--- config.mk ---
export PLATFORM = sky130hd
export DESIGN_NAME = aes_round_ctrl
export DESIGN_NICKNAME = d
export VERILOG_FILES = /design/src/rtl/aes_round_ctrl.sv
export SDC_FILE = /design/constraint.sdc
export NUM_CORES = 1
export LEC_CHECK = 0
export ABC_CLOCK_PERIOD_IN_PS = 12300
export CAP_MARGIN = 20
export CORE_AREA = 2 2 404 406
export CTS_CLUSTER_SIZE = 40
export DETAILED_ROUTE_END_ITERATION = 10
export DIE_AREA = 0 0 406 408
export HOLD_SLACK_MARGIN = 0.12
export PLACE_DENSITY = 0.39
export SYNTH_ARGS = -nofsm -noshare
export SYNTH_HDL_FRONTEND = slang
export SYNTH_SLANG_ARGS = --single-unit
--- constraint.sdc ---
create_clock -name clk -period 12.3 [get_ports clk]
set_clock_uncertainty 0.05 [all_clocks]
set_input_delay 3.075 -clock clk [delete_from_list [all_inputs] [get_ports clk]]
set_output_delay 3.075 -clock clk [all_outputs]
set_load 0.005 [all_outputs]
--- src/rtl/aes_round_ctrl.sv ---
// aes_round_ctrl: sequencing controller for an iterative AES-128 encryptor.
// Holds the 128-bit state and round-key registers, drives the external
// sbox/shift_rows/mix_col datapath and key scheduler, and spends
// CYCLES_PER_ROUND clock cycles on each of the ten rounds so the external
// logic has time to settle.
//
// Handshake (both ports): a transfer happens on a rising edge where valid
// and ready are both 1. in_ready is 1 only in IDLE, so an accepted pair is
// loaded on that edge. out_valid is 1 only in DONE; out_block is held until
// out_ready=1 is seen on an edge. in_ready and out_valid are decoded from
// the FSM register only, so neither depends combinationally on the other
// side's valid/ready. A DONE cycle that sees both out_ready and in_valid
// completes only the output transfer; the new pair is taken in the IDLE
// cycle that follows.
module aes_round_ctrl #(
    parameter int CYCLES_PER_ROUND = 2
) (
    input  logic         clk,
    input  logic         reset,
    input  logic         in_valid,
    output logic         in_ready,
    input  logic [0:127] in_block,
    input  logic [0:127] in_key,
    output logic         out_valid,
    input  logic         out_ready,
    output logic [0:127] out_block,
    output logic [0:127] dp_state,
    input  logic [0:127] dp_shift,
    input  logic [0:127] dp_mix,
    output logic [0:127] dp_key,
    input  logic [0:127] dp_next_key,
    output logic [0:4]   dp_round,
    output logic         busy,
    output logic [1:0]   fsm_state
);

    localparam logic [1:0] IDLE  = 2'd0;
    localparam logic [1:0] ROUND = 2'd1;
    localparam logic [1:0] DONE  = 2'd2;

    // Last cnt value of a round: the edge that commits the round result.
    localparam logic [3:0] CNT_LAST   = 4'(CYCLES_PER_ROUND - 1);
    localparam logic [0:4] LAST_ROUND = 5'd10;

    logic [1:0]   fsm_q;
    logic [0:127] state_q;
    logic [0:127] key_q;
    logic [3:0]   cnt_q;
    logic [0:4]   round_q;

    // FSM, state/key registers, settling counter and round number.
    always_ff @(posedge clk or posedge reset) begin
        if (reset) begin
            fsm_q   <= IDLE;
            state_q <= '0;
            key_q   <= '0;
            cnt_q   <= '0;
            round_q <= '0;
        end else begin
            case (fsm_q)
                IDLE: begin
                    if (in_valid) begin
                        // Initial AddRoundKey happens as the pair is loaded.
                        state_q <= in_block ^ in_key;
                        key_q   <= in_key;
                        round_q <= 5'd1;
                        cnt_q   <= '0;
                        fsm_q   <= ROUND;
                    end
                end
                ROUND: begin
                    if (cnt_q == CNT_LAST) begin
                        key_q <= dp_next_key;
                        cnt_q <= '0;
                        if (round_q == LAST_ROUND) begin
                            // Final round has no MixColumns.
                            state_q <= dp_shift ^ dp_next_key;
                            fsm_q   <= DONE;
                        end else begin
                            state_q <= dp_mix ^ dp_next_key;
                            round_q <= round_q + 5'd1;
                        end
                    end else begin
                        cnt_q <= cnt_q + 4'd1;
                    end
                end
                DONE: begin
                    if (out_ready) begin
                        fsm_q   <= IDLE;
                        round_q <= '0;
                    end
                end
                default: begin
                    fsm_q <= IDLE;
                end
            endcase
        end
    end

    // Outputs come straight from registers or from a decode of the FSM.
    always_comb begin
        in_ready  = (fsm_q == IDLE);
        out_valid = (fsm_q == DONE);
        busy      = (fsm_q == ROUND);
        out_block = state_q;
        dp_state  = state_q;
        dp_key    = key_q;
        dp_round  = round_q;
        fsm_state = fsm_q;
    end

endmodule

==> flow_metrics.py <==
metrics = {
    "place": {
        "io_buffers": 1037,
        "dp.final_hpwl_mm": 99.2,
        "globalplace.congestion": 0.882,
    },
    "layout": {
        "syn_to_final_growth_pct": 73.3,
        "multi_input_area_um2": 9330,
        "register_area_um2": 6680,
        "drive_gt1_share_pct": 4.53,
        "nets": 3492,
        "nFillCells": 17900,
    },
    "global_routing": {
        "antenna_found_initial": 57,
        "grt_overflow": 0,
        "grt_pass1_vias": 19600,
        "grt_max_degree": 143,
        "grt_pass1_wl_mm": 166,
        "grt_usage_pct": 14.4,
    },
    "sta": {
        "setup-tns-final_ps": 0,
        "setup_viol": 0,
        "grt_setup_unrepaired": "no",
        "slew_violations": 0,
        "period_share_pct": 46.0,
        "max_freq_ghz": 0.177,
        "fin_crit_ps": 5660,
        "final-hold-violation-count": 0,
        "worst_pin_slew_ps": 1110,
        "slew-limit-headroom_pct": 25.7,
    },
    "critical_path": {
        "cpMostUsedCell": "buf_4",
        "crit_type": "primary input to register",
        "end_kind": "register",
        "crit_chain": "clkdlybuf4s50_1 -> mux2i_1 -> a21o_4 -> buf_4 -> buf_4 -> o21ai_0",
        "arrival_ps": 6050,
        "critPathLaunchType": "primary input",
        "cp_slowest_stage_delay_ps": 680,
        "required_ps": 12690,
        "crit_slowest_cell": "buf_4",
        "cp_max_fo": 80,
    },
    "synth": {
        "synth-edff-count": 0,
        "ys_seq_area_share_pct": 37.0,
        "synth_area_leaders": "dfrtp_1 37%, mux2i_1 7.2%, nand3_1 6.1%, o32a_1 6.0%, buf_4 5.6%",
        "postSynthCellCount": 2026,
        "synth_top_area_share_pct": 37.0,
        "avgSynthCellArea_um2": 8.91,
        "synthTopCellsByCount": "267 x dfrtp_1, 221 x nand3_1, 157 x nand2_1",
        "synth_area_leader_cell": "dfrtp_1",
        "syn_area_um2": 18100,
        "async_flop_share_pct": 100,
        "yosysWarnings": 0,
        "yosysMostFrequentCell": "dfrtp_1",
        "syn_nets": 2677,
        "ys_types": 40,
        "synth_ff_type": "dfrtp_1",
        "ys_ff_latch": 267,
    },
    "clock_network": {
        "clock_path_buffers": 3,
        "cts_buffers": 42,
        "cts.hold.buffers_added": 0,
        "cts_tree": "done",
        "path_clk_slew_ps": 60,
        "root_buffer": "clkbuf_16",
        "clk_latency_ps": 590,
        "cts.sinks": 267,
        "htreeDepth": 2,
        "post_cts_buffers": 0,
        "ctsResizeCount": 0,
    },
    "drt": {
        "topRoutingLayerUsed": "met5",
        "met1_length_mm": 51.3,
        "ant_nets": 0,
        "drt_wl_total_mm": 124,
        "drt_iter0_markers": 1402,
        "drc": 0,
        "avgViaCountPerCell": 3.89,
        "dr_total_vias": 19700,
        "met2WireLength_mm": 57.4,
        "dr.pass1.iters": 7,
        "wl_per_cell_um": 24.5,
        "route.met3.wl_mm": 11.6,
    },
    "pwr": {
        "p_leak_nw": 12.5,
        "powerDensity_nw_per_um2": 94.2,
        "peakVddDrop_mv": 0.0929,
        "p_total_mw": 2.95,
    },
    "hold_path": {
        "hold_path.class": "register to register",
    },
    "die": {
        "io_pins": 1038,
        "die_w_um": 406,
        "die-area_um2": 166000,
        "coreArea_um2": 162000,
        "initial_utilization_pct": 11.2,
        "die_h_um": 408,
        "rows": 148,
    },
    "status": {
        "status": "finished clean",
    },
    "flow_run": {
        "max_cap_viol_count": 0,
    },
}
==> path summary, 6_finish.rpt <==
kind	start	to	slack (ps)	cells after the start
max in group asynchronous	reset	dp_key[54]	7250	4
worst min-delay path	dp_key[59]	dp_key[59]	420	2
min in group asynchronous	reset	dp_state[115]	2910	2
worst min register to register	dp_key[59]	dp_key[59]	420	2
worst max register to register	fsm_state[1]	dp_state[114]	7680	8
worst max-delay path	in_valid	dp_key[96]	6640	6
==> layout by cell type (no fill, tap or decap), types with 4 or more instances in the layout <==
master and n:
clkdlybuf4s50_1 1037, dfrtp_1 267, nand3_1 221, nand2_1 155
o21ai_0 136, mux2i_1 129, inv_1 114, a21oi_1 113
o31ai_1 111, o32a_1 108, xnor2_1 108, o32ai_1 108
clkbuf_16 45, nor2_1 25, buf_4 25, diode_2 24
nor3_1 23, and3_1 22, xor2_1 20, mux2_2 19
o41ai_1 15, clkbuf_8 11, clkbuf_1 7, o41ai_2 6
ha_1 6, clkinv_2 4, buf_12 4
==> cell families after synthesis <==
| kind of cell | share of synthesized area, % |
|---|---|
| xor+xnor | 6.21 |
| simple gates | 11.7 |
| fa+ha+maj | 0.485 |
| buf+inv | 11.7 |
| compound gates | 24.5 |
| mux | 8.34 |
| flops | 37.0 |
==> per-layer routing <==
| metal | vias up | global-route usage [%] |
|---|---|---|
| met2 | 938 | 22.9 |
| met3 | 159 | 4.96 |
| met5 | - | 0 |
| met1 | 9544 | 17.8 |
| li1 | 9029 | - |
| met4 | 22 | 5.40 |
==> worst max-delay path, delay by kind of cell <==
kind                   cells  cell delay, ps
AO/OA/AOI/OAI              2             430
multiplexers               1             620
buffers and inverters      3            1740
==> state kept, by name, summed over array words and instances (netlist names) <==
register and flops:
cnt_q 4, dp_key 128, dp_round 5, dp_state 128
fsm_state 2
==> metrics by stage <==
| step | std cells | setup slack [ps] | hold WS (ps) | util (%) | area (um2) |
|---|---|---|---|---|---|
| after floorplan | 2026 | 1820 | 418 | - | 18100 |
| after global placement | 4972 | 6000 | 413 | 18.4 | 29800 |
| after detailed placement | 4972 | 5960 | 419 | 18.4 | 29800 |
| after CTS | 5044 | 6670 | 430 | 19.3 | 31200 |
| after global routing | 5061 | 6390 | 446 | 19.3 | 31300 |
| final | 5068 | 6640 | 424 | 19.4 | 31300 |
==> power breakdown <==
| group | internal (mW) | switching, mW |
|---|---|---|
| clock | 0.768 | 0.508 |
| sequential | 0.933 | 0.0640 |
| combinational | 0.414 | 0.262 |
| total | 2.11 | 0.833 |
==> area by class of cell <==
class                           instances  share of cell area (%)
Timing Repair Buffer                 1066                    34.0
Inverter                              116                    1.42
Clock buffer                           63                    4.17
Clock inverter                          9                   0.336
Tap cell                             2175                    8.70
Sequential cell                       267                    21.4
Antenna cell                           24                   0.192
Multi-Input combinational cell       1348                    29.8
(Power assumes the default switching activity.)
